==> src/rtl/audio_pkg.sv <==
// rtl/audio_pkg.sv - shared audio-path types and widths
//
// Purpose: common sample width, PCM sample type and the SPI receiver
// state encoding used by the audio front end.
// Ports: none (package).

package audio_pkg;

  localparam int AUDIO_W = 16;

  typedef enum logic {
    IDLE,
    SHIFT
  } spi_rx_state_t;

  typedef logic signed [AUDIO_W-1:0] pcm_t;

endpackage

==> src/rtl/spi_sample_deserializer_if.sv <==
// rtl/spi_sample_deserializer_if.sv - SPI pins and sample outputs of the audio front end
//
// Purpose: bundles the external SPI pins and the sample-side outputs.
// Signals:
//   spi_sclk, spi_cs_n, spi_mosi : SPI mode 0 pins driven by the ADC (master)
//   sample_out                   : last accepted sample, two's complement
//   sample_valid                 : 1-cycle pulse on a new sample
//   frame_error                  : 1-cycle pulse on a bad-length frame
//   link_stale                   : no valid frame for the timeout period
// Modports: master = ADC side / stimulus, slave = deserializer.

interface spi_sample_deserializer_if
  import audio_pkg::*;
#(
  parameter int DATA_W = AUDIO_W
) ();

  logic                     spi_sclk;
  logic                     spi_cs_n;
  logic                     spi_mosi;
  logic signed [DATA_W-1:0] sample_out;
  logic                     sample_valid;
  logic                     frame_error;
  logic                     link_stale;

  modport master (
    output spi_sclk, spi_cs_n, spi_mosi,
    input  sample_out, sample_valid, frame_error, link_stale
  );

  modport slave (
    input  spi_sclk, spi_cs_n, spi_mosi,
    output sample_out, sample_valid, frame_error, link_stale
  );

endinterface

==> src/rtl/sync_edge_detect.sv <==
// rtl/sync_edge_detect.sv - pin synchronizer with registered rise/fall pulses
//
// Purpose: brings an asynchronous pin into the clk domain and produces
// one-cycle edge pulses.
// Ports:
//   clk, rst_n : clock, asynchronous active-low reset
//   din        : asynchronous input pin
//   level      : synchronized level, time-aligned with rise/fall
//   rise, fall : registered 1-cycle edge pulses

module sync_edge_detect #(
  parameter int STAGES = 2
) (
  input  logic clk,
  input  logic rst_n,
  input  logic din,
  output logic level,
  output logic rise,
  output logic fall
);

  logic [STAGES-1:0] sync_q;
  logic              lvl_q;
  logic              lvl_d;

  // Synchronizer chain, then one registered level and its delayed copy.
  // Edge pulses are themselves registered, so level is taken from lvl_d,
  // which updates on the same edge as rise/fall; a data pin using only
  // level therefore lines up with another pin's edge pulse.
  always_ff @(posedge clk or negedge rst_n) begin
    if (!rst_n) begin
      sync_q <= '0;
      lvl_q  <= 1'b0;
      lvl_d  <= 1'b0;
      rise   <= 1'b0;
      fall   <= 1'b0;
    end else begin
      sync_q <= {sync_q[STAGES-2:0], din};
      lvl_q  <= sync_q[STAGES-1];
      lvl_d  <= lvl_q;
      rise   <= lvl_q & ~lvl_d;
      fall   <= ~lvl_q & lvl_d;
    end
  end

  assign level = lvl_d;

endmodule

==> src/rtl/spi_sample_deserializer.sv <==
// rtl/spi_sample_deserializer.sv - oversampled SPI slave receiving one PCM sample per frame
//
// Purpose: receives one DATA_W-bit MSB-first sample per chip-select frame,
// validates the frame length, holds the last good sample, flags a stalled
// link and optionally mutes the output while stalled.
// Ports:
//   input_clk : system clock, all logic on posedge
//   reset_n   : asynchronous active-low reset
//   bus       : slave modport (SPI pins in; sample_out, sample_valid,
//               frame_error, link_stale out)

module spi_sample_deserializer
  import audio_pkg::*;
#(
  parameter int DATA_W         = AUDIO_W,
  parameter int SYNC_STAGES    = 2,
  parameter int TIMEOUT_CYCLES = 1024,
  parameter int MUTE_ON_STALE  = 1
) (
  input  logic                       input_clk,
  input  logic                       reset_n,
  spi_sample_deserializer_if.slave   bus
);

  localparam int CNT_W = $clog2(DATA_W + 2);
  localparam int TO_W  = $clog2(TIMEOUT_CYCLES + 1);
  localparam logic [CNT_W-1:0] CNT_SAT  = CNT_W'(DATA_W + 1);
  localparam logic [CNT_W-1:0] CNT_FULL = CNT_W'(DATA_W);
  localparam logic [TO_W-1:0]  TO_MAX   = TO_W'(TIMEOUT_CYCLES);

  logic sclk_rise, sclk_fall_unused, sclk_level_unused;
  logic cs_rise, cs_fall, cs_level_unused;
  logic mosi, mosi_rise_unused, mosi_fall_unused;

  sync_edge_detect #(.STAGES(SYNC_STAGES)) u_sclk (
    .clk(input_clk), .rst_n(reset_n), .din(bus.spi_sclk),
    .level(sclk_level_unused), .rise(sclk_rise), .fall(sclk_fall_unused)
  );

  sync_edge_detect #(.STAGES(SYNC_STAGES)) u_cs (
    .clk(input_clk), .rst_n(reset_n), .din(bus.spi_cs_n),
    .level(cs_level_unused), .rise(cs_rise), .fall(cs_fall)
  );

  sync_edge_detect #(.STAGES(SYNC_STAGES)) u_mosi (
    .clk(input_clk), .rst_n(reset_n), .din(bus.spi_mosi),
    .level(mosi), .rise(mosi_rise_unused), .fall(mosi_fall_unused)
  );

  spi_rx_state_t     state, state_n;
  logic [CNT_W-1:0]  bit_cnt, bit_cnt_n;
  logic [DATA_W-1:0] shift, shift_n;
  logic              frame_ok, frame_bad;

  logic [TO_W-1:0]   timeout_cnt;
  logic [DATA_W-1:0] sample_q;
  logic              valid_q, error_q, stale_q;

  always_ff @(posedge input_clk or negedge reset_n) begin
    if (!reset_n) begin
      state   <= IDLE;
      bit_cnt <= '0;
      shift   <= '0;
    end else begin
      state   <= state_n;
      bit_cnt <= bit_cnt_n;
      shift   <= shift_n;
    end
  end

  // A frame only starts on a seen cs_n falling edge, so a cs_n that is
  // already low when reset releases is ignored until it goes high again.
  // When the last sclk rise and cs_n rise coincide, the bit is counted
  // first and the frame is judged on the updated count and shift value.
  always_comb begin
    state_n   = state;
    bit_cnt_n = bit_cnt;
    shift_n   = shift;
    frame_ok  = 1'b0;
    frame_bad = 1'b0;
    case (state)
      IDLE: begin
        if (cs_fall) begin
          state_n   = SHIFT;
          bit_cnt_n = '0;
        end
      end
      SHIFT: begin
        if (sclk_rise) begin
          shift_n = {shift[DATA_W-2:0], mosi};
          // Saturate one past full so an over-long frame cannot wrap
          // back onto a valid-looking count.
          if (bit_cnt != CNT_SAT) begin
            bit_cnt_n = bit_cnt + 1'b1;
          end
        end
        if (cs_rise) begin
          state_n = IDLE;
          if (bit_cnt_n == CNT_FULL) begin
            frame_ok = 1'b1;
          end else begin
            frame_bad = 1'b1;
          end
        end
      end
      default: state_n = IDLE;
    endcase
  end

  // link_stale comes out of reset high (nothing received yet) and is only
  // released by a valid frame; otherwise it tracks the saturated counter.
  always_ff @(posedge input_clk or negedge reset_n) begin
    if (!reset_n) begin
      sample_q    <= '0;
      valid_q     <= 1'b0;
      error_q     <= 1'b0;
      stale_q     <= 1'b1;
      timeout_cnt <= '0;
    end else begin
      valid_q <= frame_ok;
      error_q <= frame_bad;
      if (frame_ok) begin
        sample_q    <= shift_n;
        timeout_cnt <= '0;
        stale_q     <= 1'b0;
      end else begin
        if (timeout_cnt != TO_MAX) begin
          timeout_cnt <= timeout_cnt + 1'b1;
        end
        if (timeout_cnt == TO_MAX) begin
          stale_q <= 1'b1;
        end
        if ((MUTE_ON_STALE != 0) && stale_q) begin
          sample_q <= '0;
        end
      end
    end
  end

  assign bus.sample_out   = sample_q;
  assign bus.sample_valid = valid_q;
  assign bus.frame_error  = error_q;
  assign bus.link_stale   = stale_q;

endmodule
==> src/flat_wrapper.sv <==
// flat-port wrapper written by rule: the top's interface ports become plain ports
module spi_sample_deserializer_flat import audio_pkg::*;
#(
  parameter int DATA_W         = AUDIO_W,
  parameter int SYNC_STAGES    = 2,
  parameter int TIMEOUT_CYCLES = 1024,
  parameter int MUTE_ON_STALE  = 1
)
  (input_clk, reset_n, bus_spi_sclk, bus_spi_cs_n, bus_spi_mosi, bus_sample_out, bus_sample_valid, bus_frame_error, bus_link_stale);
  spi_sample_deserializer_if #(.DATA_W(DATA_W)) bus_i ();
  input  logic input_clk;
  input  logic reset_n;
  input wire logic [$bits(bus_i.spi_sclk)-1:0] bus_spi_sclk;
  input wire logic [$bits(bus_i.spi_cs_n)-1:0] bus_spi_cs_n;
  input wire logic [$bits(bus_i.spi_mosi)-1:0] bus_spi_mosi;
  output wire logic [$bits(bus_i.sample_out)-1:0] bus_sample_out;
  output wire logic [$bits(bus_i.sample_valid)-1:0] bus_sample_valid;
  output wire logic [$bits(bus_i.frame_error)-1:0] bus_frame_error;
  output wire logic [$bits(bus_i.link_stale)-1:0] bus_link_stale;
  assign bus_i.spi_sclk = bus_spi_sclk;
  assign bus_i.spi_cs_n = bus_spi_cs_n;
  assign bus_i.spi_mosi = bus_spi_mosi;
  assign bus_sample_out = bus_i.sample_out;
  assign bus_sample_valid = bus_i.sample_valid;
  assign bus_frame_error = bus_i.frame_error;
  assign bus_link_stale = bus_i.link_stale;
  spi_sample_deserializer #(.DATA_W(DATA_W), .SYNC_STAGES(SYNC_STAGES), .TIMEOUT_CYCLES(TIMEOUT_CYCLES), .MUTE_ON_STALE(MUTE_ON_STALE)) u_core (.input_clk(input_clk), .reset_n(reset_n), .bus(bus_i));
endmodule
==> config.mk <==
export PLATFORM = sky130hd
export DESIGN_NAME = spi_sample_deserializer_flat
export DESIGN_NICKNAME = d
export VERILOG_FILES = /design/src/rtl/audio_pkg.sv /design/src/rtl/spi_sample_deserializer_if.sv /design/src/rtl/sync_edge_detect.sv /design/src/rtl/spi_sample_deserializer.sv /design/src/flat_wrapper.sv
export SDC_FILE = /design/constraint.sdc
export NUM_CORES = 1
export LEC_CHECK = 0
export ABC_AREA = 1
export CAP_MARGIN = 20
export CORE_ASPECT_RATIO = 1.2
export CORE_UTILIZATION = 30
export CTS_CLUSTER_SIZE = 8
export DETAILED_ROUTE_END_ITERATION = 8
export PLACE_DENSITY = 0.44
export SYNTH_ARGS = -nofsm -noshare
export SYNTH_HDL_FRONTEND = slang
export SYNTH_SLANG_ARGS = --single-unit
==> constraint.sdc <==
create_clock -name input_clk -period 2.8 [get_ports input_clk]
set_input_delay 0.42 -clock input_clk [delete_from_list [all_inputs] [get_ports input_clk]]
set_output_delay 0.42 -clock input_clk [all_outputs]
set_load 0.01 [all_outputs]
==> impl_metrics.json, run 1 <==
{
  "clockPowerShare": 0.380,
  "required_ns": 2.38,
  "cp_max_fo": 2,
  "drt-total-wl_mm": 4.97,
  "period_share": 0.646,
  "hold_class": "primary input to async pin",
  "cp-endpoint": "bus_link_stale",
  "antenna_found_initial": 0,
  "clock_latency_ns": 0.33,
  "rsz0062_at_grt": "no",
  "cp_top_family": "flip-flops",
  "r2r_slack_ns": 1.01,
  "period_needed_ns": 1.81,
  "cts_max_level": 3,
  "finalSetupViolations": 0,
  "clock_path_buffers": 2,
  "first_pass_iters": 4,
  "globalRouteOverflowTotal": 0,
  "cp-end-kind": "output port",
  "switchingPower_mw": 0.568,
  "utilization": 0.375,
  "gp_congestion": 0.755,
  "drv_cap": 0,
  "drc": 0,
  "setup_ws_ns": 0.992,
  "post_cts_buffers": 0,
  "syn_inst": 263,
  "cp.depth": 1,
  "cts-buffers-inserted": 9,
  "p_seq_frac": 0.508,
  "fmax_mhz": 553,
  "hold_viol": 0,
  "ir_drop_uv": 394,
  "clk_pin_slew_worst_paths_ns": 0.07,
  "fin_cells": 413,
  "fillers": 900,
  "vias_per_cell": 4.24,
  "grt_max_degree": 68,
  "yosysWarnings": 0,
  "critPathMaxStageDelay_ns": 0.53,
  "ys_seq_elements": 67,
  "track_usage": 0.124,
  "synth.yosys.seq_area_share": 0.616,
  "synth_cell_type_count": 30,
  "rows": 37,
  "pre_cts_slack_ns": 1.02,
  "powerDensity_mw_per_mm2": 690,
  "yosysTopAreaCellShare": 0.607,
  "worst_pin_slew_ns": 0.835,
  "fp.dieH_um": 106,
  "synth_nets": 272,
  "dieArea_mm2": 0.00946,
  "port-buffer-count": 23,
  "critPathLaunch": "u_core.bus.link_stale$_DFFE_PN1P_",
  "synth.avg_cell_area_um2": 10.4,
  "grt_pass1_vias": 1876,
  "synth_area_leaders": "dfrtp_1 61%, nand2_1 7.6%, mux2_2 5.8%",
  "clock-sinks": 67,
  "via_count": 1753,
  "cellInternalPower_mw": 1.68,
  "netlist_area_mm2": 0.00272,
  "fp.dieW_um": 89.0,
  "comb_power_share": 0.112,
  "crit_chain": "clkdlybuf4s50_1",
  "placed_cell_area_mm2": 0.00306,
  "hold_slack_ns": 0.264,
  "clock_skew_ns": 0.00812,
  "synth_area_leader_cell": "dfrtp_1",
  "start_kind": "register",
  "r2r_start": "u_core.bit_cnt[0]$_DFFE_PN0P_",
  "slew-limit-headroom": 0.443,
  "drt_iter0_drc": 74,
  "start_util": 0.313,
  "post_drt_wl_per_cell_um": 12.0,
  "cts-root-buf": "clkbuf_8",
  "design_area_mm2": 0.00326,
  "cts_tree": "built",
  "placed_cells": 397,
  "total_power_mw": 2.25,
  "syn2layout_area_growth_pct": 19.9,
  "r2r_end": "u_core.bus.sample_out[3]$_DFFE_PN0P_",
  "p_sw_frac": 0.252,
  "dpl.hpwl_mm": 3.23,
  "run_status": "complete, no violations",
  "worstRegToRegCells": 12,
  "p_leak_nw": 1.56,
  "fp.coreArea_mm2": 0.00870,
  "nets": 300,
  "layout-drive-gt1-share": 0.149,
  "ctsHoldBuffers": 0,
  "antenna_left": 0,
  "final-max-slew-violation-count": 0,
  "grt_pass1_wl_mm": 8.78,
  "diodes": 0,
  "pin_count": 24,
  "critPathKind": "register to output port",
  "fin_tns_setup_ns": 0,
  "crit_buf_inv": 1,
  "crit_arrival_ns": 1.39,
  "ctsResizeCount": 0,
  "critical_path.slowest_cell": "dfstp_2"
}
-- registers in the layout, summed over array words and instances (netlist names), 2 cells and up --
name	flops
u_core.bus.sample_out	16
u_core.u_cs.sync_q	2
u_core.bit_cnt	5
u_core.u_sclk.sync_q	2
u_core.shift	16
u_core.u_mosi.sync_q	2
u_core.timeout_cnt	11
-- cell families after synthesis --
logic type | count (synthesis) | synth area share
buf+inv | 36 | 0.0593
fa+ha+maj | 4 | 0.0184
compound gates | 11 | 0.0225
xor+xnor | 8 | 0.0257
simple gates | 123 | 0.200
flops | 67 | 0.616
mux | 14 | 0.0579
-- power by group through the flow --
stage	registers, mW	logic (mW)	clock network (mW)
2_1_floorplan	1.14	0.198	0
3_5_place_dp	1.16	0.257	0
5_1_grt	1.16	0.289	0.924
6_report	1.15	0.252	0.856
4_1_cts	1.15	0.258	0.888
3_3_place_gp	1.16	0.251	0
-- how the worst min path moves through the flow --
stage	from	to	slack, ns
2_1_floorplan	reset_n	u_core.bit_cnt[0]$_DFFE_PN0P_	0.12
3_3_place_gp	u_core.u_mosi.sync_q[0]$_DFF_PN0_	u_core.u_mosi.sync_q[1]$_DFF_PN0_	0.33
3_5_place_dp	u_core.u_cs.sync_q[1]$_DFF_PN0_	u_core.u_cs.lvl_q$_DFF_PN0_	0.34
4_1_cts	reset_n	u_core.u_sclk.level$_DFF_PN0_	0.30
5_1_grt	reset_n	u_core.bus.sample_out[7]$_DFFE_PN0P_	0.35
6_report	reset_n	u_core.u_sclk.level$_DFF_PN0_	0.26
-- cells in the final DEF, fill, tap and decap left out, drive strengths merged, types with 4 or more instances in the layout --
cell type      Yosys  final
clkdlybuf4s50      0     22
nand2             58     58
nor3               4      4
nand3             28     28
mux2              14     14
inv               27     27
xor2               5      5
clkbuf             1     11
nor2              31     31
o21ai              6      6
ha                 4      4
dfrtp             66     66
-- metal layers --
metal  vias up  share of wire  global-route usage
met5         -              0                   0
met4         0          0.018              0.0646
met3         6          0.029              0.0326
met2        21           0.46               0.195
met1       841           0.49               0.154
li1        885              -                   -
-- layout make-up --
class | count | area (µm²) | share of cell area
Timing Repair Buffer | 25 | 240 | 0.0736
Clock inverter | 5 | 77.6 | 0.0238
Clock buffer | 11 | 131 | 0.0402
Inverter | 28 | 108 | 0.0330
Sequential cell | 67 | 1680 | 0.514
Multi-Input combinational cell | 160 | 883 | 0.271
Tap cell | 117 | 146 | 0.0448
-- synthesized netlist by cell type --
cell,count
a21oi_1,2
buf_2,4
nand3_2,3
ha_1,4
inv_2,2
mux2_2,14
nand2_1,55
nor2_4,1
o21ai_0,5
o22ai_1,2
o21ai_1,1
dfstp_2,1
nand2_2,3
nor2_1,29
nor3_2,1
xnor2_1,3
dfrtp_1,66
clkinv_1,1
clkbuf_1,1
xor2_1,5
and2_1,1
inv_1,24
nand3_1,25
buf_6,2
nor2_2,1
nor3_1,3
inv_4,1
o2bb2ai_1,1
buf_4,1
nand4_1,1
(Power assumes the default switching activity.)
==> run 2: changes to the inputs <==
--- a/config.mk
+++ b/config.mk
@@ -11,7 +11,7 @@
 export CORE_UTILIZATION = 30
 export CTS_CLUSTER_SIZE = 8
 export DETAILED_ROUTE_END_ITERATION = 8
-export PLACE_DENSITY = 0.44
+export PLACE_DENSITY = 0.46
 export SYNTH_ARGS = -nofsm -noshare
 export SYNTH_HDL_FRONTEND = slang
 export SYNTH_SLANG_ARGS = --single-unit
==> constraint.sdc (replaced) <==
create_clock -name input_clk -period 1.6 [get_ports input_clk]
set_input_delay 0.24 -clock input_clk [delete_from_list [all_inputs] [get_ports input_clk]]
set_output_delay 0.24 -clock input_clk [all_outputs]
set_load 0.01 [all_outputs]
==> impl_metrics.json, run 2 (synthesis gave the netlist of run 1 again) <==
{
  "clockPowerShare": 0.352,
  "switchingPower_mw": 1.07,
  "post_drt_wl_per_cell_um": 12.4,
  "drt-total-wl_mm": 5.33,
  "failed_checks": "setup timing",
  "cellInternalPower_mw": 2.98,
  "critPathKind": "register to register",
  "crit_buf_inv": 4,
  "hold_class": "primary input to register",
  "comb_power_share": 0.155,
  "period_share": 1.08,
  "whs_path_depth": 1,
  "cts-buffers-inserted": 9,
  "final_cell_mix": "65 x dfrtp_1, 38 x nand2_1, 24 x nand3_1, 22 x inv_1",
  "worstRegToRegCells": 13,
  "hold_slack_ns": 0.340,
  "globalRouteOverflowTotal": 0,
  "clk_pin_slew_worst_paths_ns": 0.07,
  "rows": 37,
  "critical_path.slowest_cell": "dfrtp_1",
  "hold_viol": 0,
  "drc": 0,
  "p_leak_nw": 1.68,
  "cts_max_level": 3,
  "p_sw_frac": 0.264,
  "clock-sinks": 67,
  "cp_max_fo": 7,
  "dpl.hpwl_mm": 3.31,
  "drt_iter0_drc": 69,
  "required_ns": 1.88,
  "cp_top_family": "simple AND/OR/NAND/NOR gates",
  "syn2layout_area_growth_pct": 32.1,
  "setup_ws_ns": -0.126,
  "first_pass_iters": 4,
  "fmax_mhz": 579,
  "layout-drive-gt1-share": 0.304,
  "fp.dieH_um": 106,
  "period_needed_ns": 1.73,
  "critPathMaxStageDelay_ns": 0.41,
  "finalSetupViolations": 29,
  "grt_max_degree": 68,
  "final-max-slew-violation-count": 0,
  "gp_congestion": 0.787,
  "crit_chain": "inv_2 -> ha_2 -> nand2_2 -> inv_2 -> nand3_1 -> nand2_2 -> nand3_2 -> nor2_4 -> nand3_4 -> inv_8 -> buf_12 -> nand2_1 -> nand2_1",
  "worst_pin_slew_ns": 0.370,
  "fp.dieW_um": 89.0,
  "track_usage": 0.125,
  "crit_arrival_ns": 2.01,
  "grt_pass1_vias": 1857,
  "antenna_left": 0,
  "cp.depth": 13,
  "p_seq_frac": 0.493,
  "pre_cts_slack_ns": -0.125,
  "antenna_found_initial": 0,
  "clock_path_buffers": 2,
  "start_util": 0.313,
  "pin_count": 24,
  "start_kind": "register",
  "cts-root-buf": "clkbuf_8",
  "ir_drop_uv": 506,
  "rsz0062_at_grt": "yes",
  "via_count": 1846,
  "fp.coreArea_mm2": 0.00870,
  "run_status": "finished, violations left",
  "powerDensity_mw_per_mm2": 1120,
  "diodes": 0,
  "cp-end-kind": "register",
  "cts_tree": "built",
  "vias_per_cell": 4.30,
  "nets": 317,
  "port-buffer-count": 23,
  "dieArea_mm2": 0.00946,
  "drv_cap": 0,
  "final_common_cell": "dfrtp_1",
  "grt_pass1_wl_mm": 8.76,
  "slew-limit-headroom": 0.754,
  "clock_latency_ns": 0.34,
  "clock_skew_ns": 0.00624
}
-- run 2: what timing repair did --
action                     in CTS  in global routing
pin swaps                       1                  9
setup endpoints to repair      30                 29
gates resized for setup        19                 25
cloned                          1                  1
hold buffers                    1                  0
buffers inserted                1                  1
hold endpoints to repair       66                  0
-- run 2: through the flow --
stage	std cells	power [mW]	TNS, ns	area (µm²)	util
floorplan	263	2.34	0	2720	-
global placement	409	2.55	-2.01	3200	0.367
detailed placement	409	2.54	-2.73	3200	0.367
CTS	427	4.04	-1.62	3490	0.401
global route	429	4.25	-6.86	3600	0.413
finish	429	4.04	-3.15	3600	0.413
-- run 2: path summary, 6_finish.rpt --
| check | to | startpoint | slack (ns) |
|---|---|---|---|
| worst min register to register | u_core.u_sclk.sync_q[1]$_DFF_PN0_ | u_core.u_sclk.sync_q[0]$_DFF_PN0_ | 0.35 |
| worst min-delay path | u_core.u_mosi.sync_q[0]$_DFF_PN0_ | bus_spi_mosi | 0.34 |
| worst max register to register | u_core.bus.sample_out[7]$_DFFE_PN0P_ | u_core.bit_cnt[1]$_DFFE_PN0P_ | -0.13 |
| worst max-delay path | u_core.bus.sample_out[7]$_DFFE_PN0P_ | u_core.bit_cnt[1]$_DFFE_PN0P_ | -0.13 |
| min in group asynchronous | u_core.u_cs.sync_q[0]$_DFF_PN0_ | reset_n | 0.43 |
| max in group asynchronous | u_core.bus.link_stale$_DFFE_PN1P_ | reset_n | 0.83 |
-- run 2: final cells by class --
class	instances	area, µm²
clock inverter	4	50.0
sequential	67	1680
clock buffer	11	151
timing repair buffer	42	460
inverter	28	113
tap	117	146
multi-input combinational	160	996
fill	899	5110
-- run 2: power by group through the flow --
stage / Clock (mW) / Sequential, mW / Combinational, mW
final: 1.42 / 1.99 / 0.624
after global placement: 0 / 2.02 / 0.525
after floorplan: 0 / 1.99 / 0.347
after CTS: 1.47 / 1.99 / 0.578
after global routing: 1.54 / 2.02 / 0.698
after detailed placement: 0 / 2.02 / 0.523
-- run 2: routing by layer --
metal	wire, µm	global-route usage	vias to the layer above
met3	120	0.0326	10
met4	121	0.0680	0
li1	-	-	917
met2	2690	0.196	18
met5	0	0	-
met1	2400	0.156	901
